**src/rtl/way_select_pkg.sv**
```systemverilog
// way_select_pkg: entry type and sizing helpers shared by
// the pipelined way selector and its merge node.
package way_select_pkg;

  localparam int VALUE_W_MAX = 32;
  localparam int PTR_W_MAX   = 6;

  typedef struct packed {
    logic                   valid;
    logic [VALUE_W_MAX-1:0] value;
    logic [PTR_W_MAX-1:0]   ptr;
  } entry_t;

  function automatic int clog2(input int n);
    int r;
    r = 0;
    for (int i = 0; i < 31; i++) begin
      if ((1 << i) < n) r = i + 1;
    end
    return r;
  endfunction

  function automatic int stages(input int n, input int lps);
    return (clog2(n) + lps - 1) / lps;
  endfunction

endpackage

```
**src/rtl/way_select_node.sv**
```systemverilog
// way_select_node: merges two tree entries; on equal values
// the a-side (lower way index) is kept.
module way_select_node
  import way_select_pkg::*;
(
  input  entry_t i_a,
  input  entry_t i_b,
  input  logic   i_min,
  output entry_t o_y
);

  logic w_b_wins;

  assign w_b_wins = i_min ? (i_b.value < i_a.value)
                          : (i_b.value > i_a.value);

  always_comb begin
    o_y = '0;
    unique case (1'b1)
      i_a.valid && i_b.valid:  o_y = w_b_wins ? i_b : i_a;
      i_a.valid && !i_b.valid: o_y = i_a;
      !i_a.valid && i_b.valid: o_y = i_b;
      default:                 o_y = '0;
    endcase
  end

endmodule

```
**src/rtl/way_select_pipe.sv**
```systemverilog
// way_select_pipe: pipelined max/min selector over eligible
// ways with valid/ready handshakes on request and response.
module way_select_pipe
  import way_select_pkg::*;
#(
  parameter  int NUM_WAY          = 16,
  parameter  int VALUE_WIDTH      = 4,
  parameter  int LEVELS_PER_STAGE = 1,
  localparam int PTR_WIDTH        = clog2(NUM_WAY)
) (
  input  logic                           clk_in,
  input  logic                           reset_n_in,
  input  logic                           flush_in,
  input  logic                           req_valid_in,
  output logic                           req_ready_out,
  input  logic                           select_min_in,
  input  logic [VALUE_WIDTH*NUM_WAY-1:0] way_flatted_in,
  input  logic [NUM_WAY-1:0]             condition_in,
  output logic                           resp_valid_out,
  input  logic                           resp_ready_in,
  output logic [VALUE_WIDTH-1:0]         value_out,
  output logic [PTR_WIDTH-1:0]           ptr_out,
  output logic                           found_out
);

  localparam int L = clog2(NUM_WAY);
  localparam int P = stages(NUM_WAY, LEVELS_PER_STAGE);

  // heap order: node n merges 2n and 2n+1, leaves at NUM_WAY+i
  entry_t w_src [1:2*NUM_WAY-1];

  logic [P-1:0] r_vld;
  logic [P-1:0] r_min;
  logic [P-1:0] w_load;
  logic [P-1:0] w_in_vld;
  logic [P-1:0] w_smin;
  logic [P-1:0] w_ld;
  logic         w_unused;

  assign req_ready_out = w_load[0] && !flush_in;

  for (genvar s = 0; s < P; s++) begin : g_stage
    // a stage can load if any stage at or after it has a hole
    assign w_load[s] = resp_ready_in || (|(~r_vld >> s));

    if (s == 0) begin : g_head
      assign w_in_vld[s] = req_valid_in;
      assign w_smin[s]   = select_min_in;
    end else begin : g_body
      assign w_in_vld[s] = r_vld[s-1];
      assign w_smin[s]   = r_min[s-1];
    end

    assign w_ld[s] = w_load[s] && w_in_vld[s] && !flush_in;

    always_ff @(posedge clk_in or negedge reset_n_in) begin
      if (!reset_n_in) begin
        r_vld[s] <= 1'b0;
        r_min[s] <= 1'b0;
      end else if (flush_in) begin
        r_vld[s] <= 1'b0;
      end else if (w_load[s]) begin
        r_vld[s] <= w_in_vld[s];
        if (w_in_vld[s]) r_min[s] <= w_smin[s];
      end
    end
  end

  for (genvar i = 0; i < NUM_WAY; i++) begin : g_leaf
    assign w_src[NUM_WAY+i] = '{
      valid: condition_in[i],
      value: VALUE_W_MAX'(way_flatted_in[i*VALUE_WIDTH +: VALUE_WIDTH]),
      ptr:   PTR_W_MAX'(i)
    };
  end

  for (genvar n = 1; n < NUM_WAY; n++) begin : g_node
    localparam int LEV = L - (clog2(n + 1) - 1);
    localparam int STG = (LEV - 1) / LEVELS_PER_STAGE;

    entry_t w_y;

    way_select_node u_node (
      .i_a   (w_src[2*n]),
      .i_b   (w_src[2*n+1]),
      .i_min (w_smin[STG]),
      .o_y   (w_y)
    );

    if ((LEV % LEVELS_PER_STAGE == 0) || (LEV == L)) begin : g_reg
      entry_t r_q;

      always_ff @(posedge clk_in or negedge reset_n_in) begin
        if (!reset_n_in) r_q <= '0;
        else if (w_ld[STG]) r_q <= w_y;
      end

      assign w_src[n] = r_q;
    end else begin : g_comb
      assign w_src[n] = w_y;
    end
  end

  assign resp_valid_out = r_vld[P-1];
  assign value_out      = w_src[1].value[VALUE_WIDTH-1:0];
  assign ptr_out        = w_src[1].ptr[PTR_WIDTH-1:0];
  assign found_out      = w_src[1].valid;

  assign w_unused = ^{w_src[1].value >> VALUE_WIDTH,
                      w_src[1].ptr >> PTR_WIDTH,
                      r_min[P-1]};

endmodule

```
**config.mk**
```make
export PLATFORM = sky130hd
export DESIGN_NAME = way_select_pipe
export DESIGN_NICKNAME = d
export VERILOG_FILES = /design/src/rtl/way_select_pkg.sv /design/src/rtl/way_select_node.sv /design/src/rtl/way_select_pipe.sv
export SDC_FILE = /design/constraint.sdc
export NUM_CORES = 1
export LEC_CHECK = 0
export CAP_MARGIN = 20
export CELL_PAD_IN_SITES_DETAIL_PLACEMENT = 2
export CELL_PAD_IN_SITES_GLOBAL_PLACEMENT = 2
export CORE_MARGIN = 2
export CORE_UTILIZATION = 38
export CTS_BUF_LIST = sky130_fd_sc_hd__clkbuf_8
export DETAILED_ROUTE_END_ITERATION = 12
export PLACE_DENSITY = 0.93
export SKIP_CTS_REPAIR_TIMING = 1
export SLEW_MARGIN = 15
export SYNTH_ARGS = -nofsm -noshare
export SYNTH_HDL_FRONTEND = slang
export SYNTH_SLANG_ARGS = --single-unit
```
**constraint.sdc**
```tcl
create_clock -name clk_in -period 2.93 [get_ports clk_in]
set_input_delay 0.7325 -clock clk_in [delete_from_list [all_inputs] [get_ports clk_in]]
set_output_delay 0.7325 -clock clk_in [all_outputs]
set_load 0.05 [all_outputs]
```
# [After elaboration in Yosys (flattened, before gate mapping)]
# Cells that the tools add are included.
[word_totals] regBits=562 output_inout_bits=11 word_cells=236 inputBits=86
[classes] n_mux=53 reduce_logical=99 bitwise_logic=2 order_cmp=30
[ops] op="39-bit case mux with 3 select lines" n=15
[ops] op="39-bit two-way mux" n=15
[ops] op="32-bit greater-than comparator" n=7
[ops] op="32-bit < comparator" n=7
[ops] op="1-bit logical AND" n=54
[ops] op="4-bit greater-than comparator" n=8
[ops] op="4-bit < comparator" n=8
[ops] op="1-bit zero test" n=31
[ops] op="1-bit two-way mux" n=23
[ops] op="3-bit AND reduction" n=3
[ops] op="2-bit nonzero test" n=4
[ops] op="1-bit logical OR" n=4
[ops] op="4-bit NOT" n=1
[ops] op="4-bit OR reduction" n=1
[ops] op="3-bit OR reduction" n=1
[ops] op="2-bit OR reduction" n=1
[ops] op="1-bit NOT" n=1

# [Longest topological paths before layout]
# Gate-level depths: netlist (run 1).
[logic_depth] depth_word=5 depth_mapped=9 depth_no_buf=8

# [Modules after synthesis]
# A second synthesis (run 1) with hierarchy kept.
[unflattened] cells_unflattened=3816 area_unflattened_um2=41531.1
[modules_own_cells] mod="way_select_pipe" n_inst=1 cells_each=1202 area_per_inst_um2=20877.5 seq_area_each_um2=14063.5
[modules_own_cells] mod="way_select_node at g_node[10].u_node ..." n_inst=13 cells_each=174 area_per_inst_um2=1390.1 seq_area_each_um2=0.0
[modules_own_cells] mod="way_select_node at g_node[8].u_node ..." n_inst=2 cells_each=176 area_per_inst_um2=1291.2 seq_area_each_um2=0.0

# [Least setup slack after synthesis (run 1)]
# No wires, ideal clock.
[synth_path] path_kind="in2reg" start="input resp_ready_in" end="register g_node[10].g_reg.r_q[6] (netlist name)" t_required_ns=2.804 arrival_ns=2.352 setup_slack_ns=0.452 path_stages=8 cell_sequence="and4b_4 > a21oi_2 > and2_1 > buf_6 > buf_6 > buf_2 > nor2_1 > a221o_1"
[synth_between] elab_chain_len=3
[synth_lines] element="start, declared" line_no="way_select_pipe.sv:20" source="input logic resp_ready_in,"
[synth_lines] element="1-bit logical OR" line_no="way_select_pipe.sv:44" source="assign w_load[s] = resp_ready_in || (|(~r_vld >> s));"
[synth_lines] element="1-bit logical AND (2 in a row)" line_no="way_select_pipe.sv:54" source="assign w_ld[s] = w_load[s] && w_in_vld[s] && !flush_in;"
[synth_lines] element="end signal, assigned" line_no="way_select_pipe.sv:95" source="else if (w_ld[STG]) r_q <= w_y;"
[synth_lines] element="end, declared" line_no="way_select_pipe.sv:91" source="entry_t r_q;"
# Every way passes these cells.
# A chain may end at the register's enable or synchronous reset.

# [Final worst setup path (run 1)]
[layout_path] start="input way_flatted_in[34]" end="register g_node[12].g_reg.r_q[8] (netlist name)"
[layout_between] elab_chain_len=4
[layout_lines] element="start, declared" line_no="way_select_pipe.sv:17" source="input logic [VALUE_WIDTH*NUM_WAY-1:0] way_flatted_in,"
[layout_lines] element="4-bit greater-than comparator or 4-bit < comparator (tied branches)" line_no="way_select_node.sv:15, way_select_node.sv:14"
[layout_lines] element="1-bit two-way mux" line_no="way_select_node.sv:14" source="assign w_b_wins = i_min ? (i_b.value < i_a.value)"
[layout_lines] element="39-bit two-way mux" line_no="way_select_node.sv:20" source="i_a.valid && i_b.valid: o_y = w_b_wins ? i_b : i_a;"
[layout_lines] element="39-bit case mux with 3 select lines (*)" line_no="way_select_node.sv:19" source="unique case (1'b1)"
[layout_lines] element="end signal, assigned" line_no="way_select_pipe.sv:95"
[layout_lines] element="end, declared" line_no="way_select_pipe.sv:91"
# Mark *: on every way between the ends. The rest lies on a longest branch, timed or not.

==> flow_summary.toml, run 1 <==
[critical_path]
start_kind = "primary input"
cp.required_ps = 3270
cp_cell_sequence = "clkdlybuf4s50_1, inv_1, ha_1, o21ai_0, a21oi_1, nor3b_1, a221oi_1, nor2_1, a221o_1"
arrival_ps = 3200
r2r_slack_ps = 410
timing.critical_path.buf_inv = 2
rr_worst_depth = 7
regToRegStartpoint = "g_node[13].g_reg.r_q[8]"
cp_top_family = "compound AO/OA/AOI/OAI gates"
cp-end-kind = "register"
crit_type = "primary input to register"
slowest_delay_ps = 510
crit_fanout = 4
crit_path_top_delay_cell = "clkdlybuf4s50_1"
r2r_end = "g_node[6].g_reg.r_q[9]"

[die]
dieHeight_um = 140.1
initial_utilization_pct = 38.90
rows = 49
die-area_mm2 = 0.01962
core_region_area_mm2 = 0.01809
die_x_um = 140.1
ios = 97

[layout]
finalNetCount = 1019
area_growth_syn_to_layout_pct = 25.32
stdcell_count = 1115
drive_gt1_share_pct = 8.804
n_antenna_cell = 0

[timing]
rsz0062_at_grt = "no"
finClkSkew_ps = 16.89
fin_crit_sh_pct = 97.77
finalHoldViolCount = 0
relSlewSlack_pct = 50.56
setup_viol = 0
min_period_ps = 2865
fmax_mhz = 349.1
tightestPinTransition_ps = 733.8
maxSlewViolCount = 0

[outcome]
status = "complete, but fails checks"
violations = "design-rule violations"

[synth]
async_flop_share_pct = 100.0
yosysMostFrequentCell = "dfrtp_1"
syn_area_mm2 = 0.007035
netlist.area_leader.share_pct = 41.26
ys_seq_area_share_pct = 41.26
synth_flop_cell = "dfrtp_1"
synth_top_cells_by_area = "dfrtp_1 41%, ha_1 11%, a221o_1 5.0%, inv_1 4.4%, nand2_1 3.8%"
ys_seq_elements = 116
synth_edf_count = 0
synth_area_per_cell_um2 = 9.257
synth_commonest_cells = "116 x dfrtp_1, 82 x inv_1, 72 x nand2_1"
yosys_warnings = 0
synthesis.nets = 906
syn_inst = 760
synth_largest_area_cell = "dfrtp_1"
synth_cell_type_count = 63

[place]
dpl.cell_count = 1083
io_buffers = 96
gp_congestion = 0.8350
dp_hpwl_mm = 19.95

[grt]
grt_max_degree = 52
grt_pass1_wl_mm = 44.56
grt_pass1_vias = 7773
antenna_found_initial = 0
grtUsageTotal_pct = 29.37
grt_overflow = 0

[hold_path]
hold_class = "primary input to async pin"

[drt]
drtAntennaViolNets = 0
wl_per_cell_um = 25.08
drc = 2
firstDrtPassIters = 8
vias = 6736
via_per_inst = 6.041
drt_wl_total_mm = 27.97
drt_iter0_drc = 372

[clock_network]
tritoncts = "done"
clk_pin_slew_ps = 80
cts_buffers = 17
clkLatencyLatePin_ps = 460
cts-root-buf = "clkbuf_8"
htreeDepth = 4
clkSinkCount = 116
clockBufferDepth = 2

[flow_run]
maxCapViolCount = 0

[power]
vdd_drop_max_mv = 0.3154
power_density_mw_per_mm2 = 690.1
power_w = 0.006084
p_leak_nw = 4.163
-- cell families (layout without fill, tap and decap cells) --
group | after synthesis | after routing | synth area share (%)
AOI/OAI and AO/OA | 210 | 210 | 21.87
adders and majority gates | 60 | 60 | 10.67
buffers and inverters | 108 | 234 | 6.242
DFF | 116 | 116 | 41.26
muxes | 13 | 13 | 1.885
and+or+nand+nor | 253 | 253 | 18.07
-- worst register-to-register path, delay by kind of cell (launching register included) --
family | cells | cell delay (ps)
compound gates | 5 | 1270
fa+ha+maj | 1 | 350
flops | 1 | 440
simple gates | 1 | 350
-- state kept, by name (all words and copies together) (netlist names) --
signal and flops:
r_vld 3, r_min 3, g_node.g_reg.r_q 100, resp_valid_out 1
ptr_out 4, found_out 1, value_out 4
-- metrics by stage --
stage	util [%]	hold slack (ps)	cell area [µm²]	TNS (ps)	worst slack, ps
after floorplan	-	436.9	7036	0	452.1
after global placement	46.43	457.9	8397	0	11.50
after detailed placement	46.43	469.5	8397	-4357	-264.0
after CTS	48.75	254.7	8817	0	128.5
after global routing	48.75	268.2	8817	0	27.74
final	48.75	246.9	8817	0	65.25
-- cells in the final DEF (no fill, tap or decap), types with 15 or more instances in the layout --
| master | synthesis | final |
|---|---|---|
| nand3_1 | 22 | 22 |
| clkdlybuf4s50_1 | 0 | 94 |
| nand2b_1 | 21 | 21 |
| a21oi_1 | 29 | 29 |
| inv_1 | 82 | 83 |
| ha_1 | 60 | 60 |
| nand4_1 | 19 | 19 |
| nor2_1 | 63 | 63 |
| o21ai_0 | 48 | 48 |
| dfrtp_1 | 116 | 116 |
| clkbuf_8 | 0 | 21 |
| buf_4 | 0 | 21 |
| a21o_1 | 15 | 15 |
| a221o_1 | 35 | 35 |
| nand2_1 | 72 | 72 |
-- per-layer routing --
metal / vias to the layer above / part of all wire [%] / global-route usage, %
li1: 2981 / - / -
met1: 3457 / 41 / 34.39
met2: 228 / 52 / 53.56
met3: 70 / 3.8 / 4.444
met4: 0 / 3.5 / 12.44
met5: - / 0 / 0
-- report_power, final --
group          total (W)  switching (W)  internal [W]
combinational    0.00211        0.00124      0.000872
sequential       0.00234       0.000373       0.00197
clock            0.00164       0.000718      0.000919
-- how the worst max path moves through the flow --
stage / from / to / slack, ps / depth (start not counted)
floorplan: resp_ready_in / g_node[10].g_reg.r_q[6] / 450 / 8
global placement: way_flatted_in[49] / g_node[14].g_reg.r_q[7] / 10 / 9
detailed placement: way_flatted_in[34] / g_node[12].g_reg.r_q[6] / -260 / 9
CTS: way_flatted_in[34] / g_node[12].g_reg.r_q[8] / 130 / 9
global route: way_flatted_in[49] / g_node[14].g_reg.r_q[6] / 30 / 9
finish: way_flatted_in[34] / g_node[12].g_reg.r_q[8] / 70 / 9
-- cell type report --
cell class	instances	area, µm²
Timing Repair Buffer	120	1199
Tap cell	229	286.5
Multi-Input combinational cell	536	3701
Clock buffer	21	289.0
Clock inverter	11	131.4
Fill cell	1888	9269
Sequential cell	116	2903
Inverter	82	307.8
No activity file was read; power rests on OpenSTA's default activity.
==> inputs of run 2 (changes only) <==
==> constraint.sdc (replaced) <==
create_clock -name clk_in -period 2.93 [get_ports clk_in]
set_input_delay 0.7325 -clock clk_in [delete_from_list [all_inputs] [get_ports clk_in]]
set_output_delay 0.7325 -clock clk_in [all_outputs]
set_load 0.02 [all_outputs]
==> flow_summary.toml, run 2 (synthesis results as in run 1) <==
[timing]
finalHoldViolCount = 0
tightestPinTransition_ps = 688.3
min_period_ps = 2790
fmax_mhz = 358.4
setup_viol = 0
relSlewSlack_pct = 53.63
maxSlewViolCount = 0
setup_tns_ps = 0
finClkSkew_ps = 14.25
rsz0062_at_grt = "no"
fin_crit_sh_pct = 95.23

[critical_path]
cp_top_family = "compound AO/OA/AOI/OAI gates"
start_kind = "primary input"
crit_type = "primary input to register"
slowest_delay_ps = 530
regToRegStartpoint = "g_node[12].g_reg.r_q[8]"
timing.critical_path.buf_inv = 2
setup.worst_path.start = "way_flatted_in[34]"
cp_cell_sequence = "clkdlybuf4s50_1, inv_1, ha_1, o21ai_0, a21oi_1, nor3b_1, a221oi_1, nor2_1, a221o_1"
crit_fanout = 4
arrival_ps = 3130
cp.required_ps = 3270
cp-end-kind = "register"
crit_path_top_delay_cell = "clkdlybuf4s50_1"

[drt]
drc = 2
drtAntennaViolNets = 0
wl_per_cell_um = 24.64
drt_wl_total_mm = 27.55
drt_iter0_drc = 460
via_per_inst = 6.003
firstDrtPassIters = 10
vias = 6711

[clock_network]
htreeDepth = 4
cts-root-buf = "clkbuf_8"
clockBufferDepth = 2
cts_buffers = 17
clkLatencyLatePin_ps = 470
tritoncts = "done"
clk_pin_slew_ps = 70
clkSinkCount = 116

[die]
ios = 97
die-area_mm2 = 0.01962
initial_utilization_pct = 38.90
rows = 49
dieHeight_um = 140.1
core_region_area_mm2 = 0.01809
die_x_um = 140.1

[hold_path]
hold_class = "primary input to async pin"

[power]
p_leak_nw = 4.174
p_int_w = 0.003607
p_seq_share_pct = 40.4
clockPowerShare_pct = 25.1
p_switching_w = 0.002183
combPwrFrac_pct = 34.4
vdd_drop_max_mv = 0.2915
power_density_mw_per_mm2 = 658.2
switching_share_pct = 37.71

[layout]
regMostFlops = "g_node.g_reg.r_q"
n_antenna_cell = 0
drive_gt1_share_pct = 8.774
largest_register_ffs = 100
area_growth_syn_to_layout_pct = 25.02
layout_commonest_cell = "dfrtp_1"
fin_area_mm2 = 0.008796
mostFrequentLayoutCells = "116 x dfrtp_1, 94 x clkdlybuf4s50_1, 86 x inv_1"
finalNetCount = 1025

[outcome]
violations = "design-rule violations"
status = "complete, but fails checks"

[place]
dp_hpwl_mm = 20.43
gp_congestion = 0.8292
place_area_mm2 = 0.008432
io_buffers = 96

[grt]
grt_pass1_wl_mm = 44.04
grt_pass1_vias = 7641
grt_overflow = 0
grtUsageTotal_pct = 28.87
grt_max_degree = 54
antenna_found_initial = 0

[flow_run]
maxCapViolCount = 0
-- run 2: changes by cell type in the layout (fill, tap and decap cells not counted) --
cell            change
o21ai_1             +1
buf_4               +6
o31ai_2             +1
clkinvlp_4          -1
o31ai_1             -1
clkinv_2            -2
inv_1               +3
clkbuf_8            -2
o21ai_0             -1
buf_12              -1
dlymetal6s2s_1      +1
bufinv_16           -1
-- run 2: final timing paths --
path,cells after the start,slack [ps],endpoint
setup / recovery,9,140,g_node[12].g_reg.r_q[7]
hold / removal,1,290,g_node[15].g_reg.r_q[7]
setup reg to reg,8,480,g_node[6].g_reg.r_q[8]
hold reg to reg,2,480,found_out
max in group asynchronous,2,1880,g_node[3].g_reg.r_q[6]
min in group clk_in,2,480,found_out
-- run 2: worst register-to-register path: cells and delay by family, from the launching register on --
| family | cells | cell delay, ps |
|---|---|---|
| AND/OR/NAND/NOR | 1 | 340 |
| adder cells (fa/ha/maj) | 1 | 330 |
| flip-flops | 1 | 400 |
| buffers and inverters | 1 | 90 |
| AO/OA/AOI/OAI | 5 | 1160 |
-- run 2: cell type report --
class,instances,area [µm²]
Clock buffer,19,261.5
Clock inverter,10,95.09
Fill cell,1884,9290
Inverter,82,307.8
Multi-Input combinational cell,536,3706
Sequential cell,116,2903
Tap cell,229,286.5
Timing Repair Buffer,126,1236
-- run 2: through the flow --
step / hold slack (ps) / setup slack (ps) / utilization (%) / total power (W) / std cells
CTS: 325.1 / -48.03 / 48.59 / 0.005791 / 1118
global route: 317.2 / 23.17 / 48.63 / 0.006092 / 1118
finish: 290.6 / 139.8 / 48.63 / 0.005790 / 1118
floorplan: 436.9 / 640.9 / - / 0.003390 / 760
global placement: 458.5 / -44.92 / 46.62 / 0.003999 / 1089
detailed placement: 471.4 / -257.8 / 46.62 / 0.004271 / 1089
-- run 2: power groups by stage --
stage               logic, W  clock network (W)  registers (W)
floorplan            0.00118                  0        0.00221
global placement     0.00171                  0        0.00229
detailed placement   0.00192                  0        0.00235
CTS                  0.00199            0.00147        0.00233
global route         0.00218            0.00154        0.00237
finish               0.00199            0.00146        0.00234
-- run 2: metal layers --
layer	wire (µm)	global-route usage, %	vias up
li1	-	-	2982
met1	11520	35.23	3476
met2	14180	52.16	193
met3	1098	3.966	60
met4	750	10.42	0
met5	0	0	-
